<file path="config.mk">
export PLATFORM = sky130hd
export DESIGN_NAME = imem_boot_loader_flat
export DESIGN_NICKNAME = d
export VERILOG_FILES = /design/src/rtl/imem_boot_loader_pkg.sv /design/src/rtl/imem_boot_loader_if.sv /design/src/rtl/imem_boot_loader_byte_word_assembler.sv /design/src/rtl/imem_boot_loader.sv /design/src/flat_wrapper.sv
export SDC_FILE = /design/constraint.sdc
export NUM_CORES = 1
export LEC_CHECK = 0
export BUFFER_PORTS_ARGS = -buffer_cell sky130_fd_sc_hd__buf_2
export CAP_MARGIN = 20
export CORE_ASPECT_RATIO = 1.1
export CORE_UTILIZATION = 45
export DETAILED_ROUTE_END_ITERATION = 12
export PLACE_DENSITY_LB_ADDON = 0.08
export SYNTH_ARGS = -nofsm -noshare
export SYNTH_HDL_FRONTEND = slang
export SYNTH_SLANG_ARGS = --single-unit
</file>
<file path="constraint.sdc">
create_clock -name clk -period 2.1 [get_ports clk]
set_clock_uncertainty 0.15 [all_clocks]
set_input_delay 0.21 -clock clk [delete_from_list [all_inputs] [get_ports clk]]
set_output_delay 0.21 -clock clk [all_outputs]
set_load 0.05 [all_outputs]
</file>
<file path="src/rtl/imem_boot_loader_pkg.sv">
// rtl/imem_boot_loader_pkg.sv - shared types and helpers for the instruction-memory boot loader
package boot_pkg;

  typedef enum logic [1:0] {LEN, DATA, DONE, ERR} boot_state_t;

  localparam int BYTES_PER_WORD = 4;

  // A program length is usable only if it is non-empty and fits in memory.
  function automatic logic len_ok(input logic [31:0] n, input logic [31:0] depth);
    return (n != 32'd0) && (n <= depth);
  endfunction

endpackage

</file>
<file path="src/rtl/imem_boot_loader_if.sv">
// rtl/imem_boot_loader_if.sv - byte stream in, instruction-memory write port out
interface imem_boot_loader_if #(
  parameter int ADDR_W = 8
);

  logic              byte_valid;
  logic [7:0]        byte_data;
  logic              byte_ready;
  logic              imem_we;
  logic [ADDR_W-1:0] imem_addr;
  logic [31:0]       imem_wdata;

  modport master (
    output byte_valid, byte_data,
    input  byte_ready, imem_we, imem_addr, imem_wdata
  );

  modport slave (
    input  byte_valid, byte_data,
    output byte_ready, imem_we, imem_addr, imem_wdata
  );

endinterface

</file>
<file path="src/rtl/imem_boot_loader_byte_word_assembler.sv">
// rtl/imem_boot_loader_byte_word_assembler.sv - little-endian byte-to-word shift register
module byte_word_assembler
  import boot_pkg::*;
(
  input  logic        clk,
  input  logic        rst,
  input  logic        clear,
  input  logic        byte_en,
  input  logic [7:0]  byte_data,
  output logic [1:0]  byte_idx,
  output logic        word_ready,
  output logic [31:0] word,
  output logic [31:0] word_next
);

  // Bytes enter at the top and shift down, so the first byte ends up as bits [7:0].
  assign word_next  = {byte_data, word[31:8]};
  assign word_ready = byte_en && (byte_idx == 2'(BYTES_PER_WORD - 1));

  always_ff @(posedge clk) begin
    if (rst || clear) begin
      byte_idx <= 2'd0;
      word     <= 32'd0;
    end else if (byte_en) begin
      byte_idx <= byte_idx + 2'd1;
      word     <= word_next;
    end
  end

endmodule

</file>
<file path="src/rtl/imem_boot_loader.sv">
// rtl/imem_boot_loader.sv - loads a length-prefixed program into instruction memory, then releases the core
module imem_boot_loader
  import boot_pkg::*;
#(
  parameter int DEPTH   = 256,
  parameter int ADDR_W  = $clog2(DEPTH),
  parameter int TIMEOUT = 1000
) (
  input  logic              clk,
  input  logic              rst,
  imem_boot_loader_if.slave bus,
  input  logic              reload,
  output logic              core_rst,
  output logic              load_done,
  output logic              load_err,
  output logic [ADDR_W:0]   word_count
);

  localparam int TCNT_W = $clog2(TIMEOUT + 1);

  boot_state_t       state, next_state;
  logic [ADDR_W:0]   len_q;
  logic [TCNT_W-1:0] tcnt;
  logic              ready_q;
  logic              we_q;
  logic [ADDR_W-1:0] addr_q;

  logic              accept;
  logic              collecting;
  logic              count_en;
  logic              reload_ok;
  logic              timeout_hit;
  logic [1:0]        byte_idx;
  logic              word_ready;
  logic [31:0]       word;
  logic [31:0]       word_next;

  assign accept      = bus.byte_valid && ready_q;
  assign timeout_hit = count_en && !accept && (tcnt == TCNT_W'(TIMEOUT - 1));

  byte_word_assembler u_asm (
    .clk        (clk),
    .rst        (rst),
    .clear      (!collecting),
    .byte_en    (accept),
    .byte_data  (bus.byte_data),
    .byte_idx   (byte_idx),
    .word_ready (word_ready),
    .word       (word),
    .word_next  (word_next)
  );

  always_ff @(posedge clk) begin
    if (rst) state <= LEN;
    else     state <= next_state;
  end

  always_comb begin
    next_state = state;
    case (state)
      LEN: begin
        if (timeout_hit)     next_state = ERR;
        else if (word_ready) next_state = len_ok(word_next, 32'(DEPTH)) ? DATA : ERR;
      end
      DATA: begin
        // Leave only after the final write has been on the bus for its cycle.
        if (timeout_hit)                      next_state = ERR;
        else if (we_q && word_count == len_q) next_state = DONE;
      end
      DONE, ERR: begin
        if (reload) next_state = LEN;
      end
      default: next_state = LEN;
    endcase
  end

  always_comb begin
    collecting = 1'b0;
    count_en   = 1'b0;
    core_rst   = 1'b1;
    load_done  = 1'b0;
    load_err   = 1'b0;
    reload_ok  = 1'b0;
    case (state)
      LEN: begin
        collecting = 1'b1;
        // An idle source is fine until the first length byte arrives.
        count_en   = (byte_idx != 2'd0);
      end
      DATA: begin
        collecting = 1'b1;
        count_en   = 1'b1;
      end
      DONE: begin
        core_rst  = 1'b0;
        load_done = 1'b1;
        reload_ok = reload;
      end
      ERR: begin
        load_err  = 1'b1;
        reload_ok = reload;
      end
      default: ;
    endcase
  end

  always_ff @(posedge clk) begin
    if (rst) begin
      ready_q    <= 1'b0;
      we_q       <= 1'b0;
      addr_q     <= '0;
      word_count <= '0;
      len_q      <= '0;
      tcnt       <= '0;
    end else begin
      ready_q <= (next_state == LEN) || (next_state == DATA);
      we_q    <= (state == DATA) && word_ready;
      if (reload_ok) begin
        addr_q     <= '0;
        word_count <= '0;
        len_q      <= '0;
        tcnt       <= '0;
      end else begin
        if (state == DATA && word_ready) begin
          addr_q     <= word_count[ADDR_W-1:0];
          word_count <= word_count + 1'b1;
        end
        if (state == LEN && word_ready) len_q <= word_next[ADDR_W:0];
        if (accept)        tcnt <= '0;
        else if (count_en) tcnt <= tcnt + 1'b1;
      end
    end
  end

  assign bus.byte_ready = ready_q;
  assign bus.imem_we    = we_q;
  assign bus.imem_addr  = addr_q;
  assign bus.imem_wdata = we_q ? word : 32'd0;

endmodule

</file>
<file path="src/flat_wrapper.sv">
// flat-port wrapper written by rule: the top's interface ports become plain ports
module imem_boot_loader_flat import boot_pkg::*;
#(
  parameter int DEPTH   = 256,
  parameter int ADDR_W  = $clog2(DEPTH),
  parameter int TIMEOUT = 1000
)
  (clk, rst, reload, core_rst, load_done, load_err, word_count, bus_byte_valid, bus_byte_data, bus_byte_ready, bus_imem_we, bus_imem_addr, bus_imem_wdata);
  imem_boot_loader_if #(.ADDR_W(ADDR_W)) bus_i ();
  input  logic clk;
  input  logic rst;
  input  logic reload;
  output logic core_rst;
  output logic load_done;
  output logic load_err;
  output logic [ADDR_W:0] word_count;
  input wire logic [$bits(bus_i.byte_valid)-1:0] bus_byte_valid;
  input wire logic [$bits(bus_i.byte_data)-1:0] bus_byte_data;
  output wire logic [$bits(bus_i.byte_ready)-1:0] bus_byte_ready;
  output wire logic [$bits(bus_i.imem_we)-1:0] bus_imem_we;
  output wire logic [$bits(bus_i.imem_addr)-1:0] bus_imem_addr;
  output wire logic [$bits(bus_i.imem_wdata)-1:0] bus_imem_wdata;
  assign bus_i.byte_valid = bus_byte_valid;
  assign bus_i.byte_data = bus_byte_data;
  assign bus_byte_ready = bus_i.byte_ready;
  assign bus_imem_we = bus_i.imem_we;
  assign bus_imem_addr = bus_i.imem_addr;
  assign bus_imem_wdata = bus_i.imem_wdata;
  imem_boot_loader #(.DEPTH(DEPTH), .ADDR_W(ADDR_W), .TIMEOUT(TIMEOUT)) u_core (.clk(clk), .rst(rst), .bus(bus_i), .reload(reload), .core_rst(core_rst), .load_done(load_done), .load_err(load_err), .word_count(word_count));
endmodule
</file>
==> flow_summary.yaml <==
min_path:
  worst_hold_path.endpoint: "u_core.bus.imem_we$_SDFF_PP0_"
  hold_class: "in2reg"
  whs_path_depth: 3
  min-delay-start: "bus_byte_valid"
synthesis:
  yosys.cell_types.count: 39
  ys_seq_area_share_pct: 44.9
  synth-seq-cells: 74
  netlist_top_cells_count: "nand2_1 (80), dfxtp_1 (74), a21oi_1 (43)"
  yosys_warnings: 0
  syn_area_per_cell_um2: 8.43
  synth_top_area_cell: "dfxtp_1"
  synthFlopType: "dfxtp_1"
  syn_nets: 407
  synthArstFlopShare_pct: 0
  synth_most_common_cell: "nand2_1"
  synth_top_area_share_pct: 44.9
  synth_edf_count: 0
  syn_inst: 391
  synth_area_mm2: 0.00330
  synthTopCellsByArea: "dfxtp_1 (45%), nand2_1 (9.1%), a21oi_1 (6.5%)"
routing:
  first_pass_iters: 4
  routed-wl-met3_um: 252
  routed_wl_mm: 7.73
  highest_layer: "met4"
  wl_met2_mm: 3.68
  wl_per_cell_um: 13.8
  postRouteAntennaNets: 0
  viasPerCell: 5.12
  drt_iter0_drc: 112
  drc: 0
  via_count: 2875
  wl_met1_mm: 3.64
power_and_ir_drop:
  swShare_pct: 22.7
  ir_drop_uv: 435
  p_leak_uw: 0.00167
  p_int_uw: 2130
  p_total_uw: 2750
  switchingPower_uw: 623
  pwr-share-clk_pct: 42.8
  seq_power_share_pct: 52.2
  power_density_mw_per_mm2: 674
  pwr-share-comb_pct: 5.0
global_routing:
  grt_max_degree: 36
  grt.total_usage_pct: 21.1
  grt_pass1_vias: 2688
  grt_pass1_wl_mm: 12.8
  grt.overflow.total: 0
  antenna_found_initial: 0
cells_and_area:
  drive_above_1_share_pct: 23.1
  antennaDiodeCount: 0
  syn_to_final_growth_pct: 23.6
  nNetsFinal: 489
cts:
  cts_tree: "yes"
  clock_tree.htree_level_count: 3
  clockBufferDepth: 2
  clk_latency_ns: 0.35
  cts_sinks: 74
  path_clk_slew_ns: 0.08
  cts_root_buf: "clkbuf_8"
  post-cts-setup-buffers: 0
  cts_buffers: 9
timing:
  hold_viol: 0
  fin_crit_sh_pct: 93.3
  slew_headroom_pct: 69.6
  setup_viol: 0
  fmax_ghz: 0.510
  period_minus_slack_ns: 1.96
  tns_ns: 0
  worst_slew_pin_slew_ns: 0.456
  drv_slew: 0
  grt_setup_unrepaired: "false"
setup_path:
  critPathSlowestCell: "dfxtp_1"
  cp.buffers_inverters: 1
  reg2regPathDepth: 7
  crit_type: "reg2reg"
  reg2reg_to: "u_core.bus.byte_ready$_SDFF_PP0_"
  cp.arrival_ns: 2.05
  worstReg2RegStart: "u_core.u_asm.byte_idx[0]$_SDFFE_PP0P_"
  cp_slowest_stage_delay_ns: 0.38
  regToRegSetupSlack_ns: 0.14
  path_delay_family: "simple AND/OR/NAND/NOR gates"
  crit_chain: "inv_1, ha_1, nor2b_2, nor3_4, and4_1, a21oi_1, o221a_1"
  path_max_fanout: 5
  critPathCaptureType: "flop"
  required_ns: 2.19
  critPathLaunchType: "flop"
floorplan:
  rows: 32
  core_region_area_mm2: 0.00705
  die_area_mm2: 0.00767
  die_w_um: 83.6
  boundaryPins: 66
  fp.dieH_um: 91.8
  start_util_pct: 46.8
placement:
  gp_congestion: 0.769
  dp_hpwl_mm: 5.29
  io_buffers: 65
job:
  cap_violations: 0
status:
  status: "finished clean"
==> routing by layer <==
layer,global-route usage (%),vias up
met3,3.33,10
met1,26.7,1344
met5,0,-
met2,34.9,60
li1,-,1461
met4,10.2,0
==> sequential cells by signal, summed over array words and instances (netlist names) <==
register / cells
u_core.u_asm.word: 32
u_core.tcnt: 10
u_core.len_q: 9
u_core.word_count: 9
u_core.bus.imem_addr: 8
u_core.state: 2
u_core.u_asm.byte_idx: 2
u_core.bus.byte_ready: 1
u_core.bus.imem_we: 1
==> tightest hold or removal path: stages <==
cell,delay (ns)
buf_2,0.12
nand3_2,0.15
nor3_1,0.06
==> how the worst max path moves through the flow <==
stage                                             endpoint                             startpoint  cells past startpoint  slack (ns)
after global routing      u_core.bus.byte_ready$_SDFF_PP0_  u_core.u_asm.byte_idx[0]$_SDFFE_PP0P_                      7        0.03
final                     u_core.bus.byte_ready$_SDFF_PP0_  u_core.u_asm.byte_idx[0]$_SDFFE_PP0P_                      7        0.14
after detailed placement  u_core.bus.byte_ready$_SDFF_PP0_  u_core.u_asm.byte_idx[0]$_SDFFE_PP0P_                      7        0.12
after global placement    u_core.bus.byte_ready$_SDFF_PP0_  u_core.u_asm.byte_idx[0]$_SDFFE_PP0P_                      7        0.22
after CTS                 u_core.bus.byte_ready$_SDFF_PP0_  u_core.u_asm.byte_idx[0]$_SDFFE_PP0P_                      7        0.09
after floorplan                 u_core.state[0]$_SDFF_PP0_      u_core.word_count[0]$_SDFFE_PP0P_                      5        0.09
==> cells by family after synthesis <==
family | Yosys count | share of synthesized area [%]
buf+inv | 28 | 3.98
fa+ha+maj | 4 | 1.52
simple gates | 190 | 28.9
flops | 74 | 44.9
xor+xnor | 25 | 6.64
compound gates | 54 | 9.18
mux | 16 | 4.86
==> power by group through the flow <==
stage | sequential (uW) | combinational, uW | clock [uW]
finish | 1440 | 137 | 1180
global route | 1440 | 154 | 1260
CTS | 1440 | 138 | 1200
detailed placement | 1470 | 124 | 0
global placement | 1470 | 124 | 0
floorplan | 1470 | 81.6 | 0
==> layout make-up <==
type                            instances  area, um2
Inverter                                6       22.5
Fill cell                             657       2970
Clock buffer                            9        124
Timing Repair Buffer                   93        571
Multi-Input combinational cell        289       1690
Clock inverter                          5       81.3
Sequential cell                        74       1480
Tap cell                               85        106
==> cell usage in the layout, fill, tap and decap left out, drive strengths merged, types with 5 or more instances in the layout <==
| cell type | instances |
|---|---|
| dfxtp | 74 |
| a21oi | 43 |
| nor3 | 6 |
| nand2 | 80 |
| buf | 84 |
| xnor2 | 15 |
| xor2 | 10 |
| nor2 | 34 |
| clkbuf | 9 |
| and2 | 34 |
| o21ai | 5 |
| dlygate4sd3 | 9 |
| nor4 | 8 |
| mux2i | 16 |
| nand4 | 9 |
| inv | 6 |
==> per-stage QoR <==
step	instance area, um2	utilization [%]	worst slack, ns	std cells	hold WS, ns
after floorplan	3300	-	0.0880	391	0.139
after global placement	3770	53.6	0.219	538	0.291
after detailed placement	3770	53.6	0.119	538	0.298
after CTS	4070	57.8	0.0933	561	0.0783
after global routing	4080	57.8	0.0290	561	0.100
final	4080	57.8	0.140	561	0.0890
==> repair_timing <==
item / in CTS / in global routing
hold endpoints to repair: 9 / 0
setup endpoints to repair: 0 / 1
hold buffers: 9 / 0
resized for setup: 0 / 1
No activity file was read; power rests on OpenSTA's default activity.
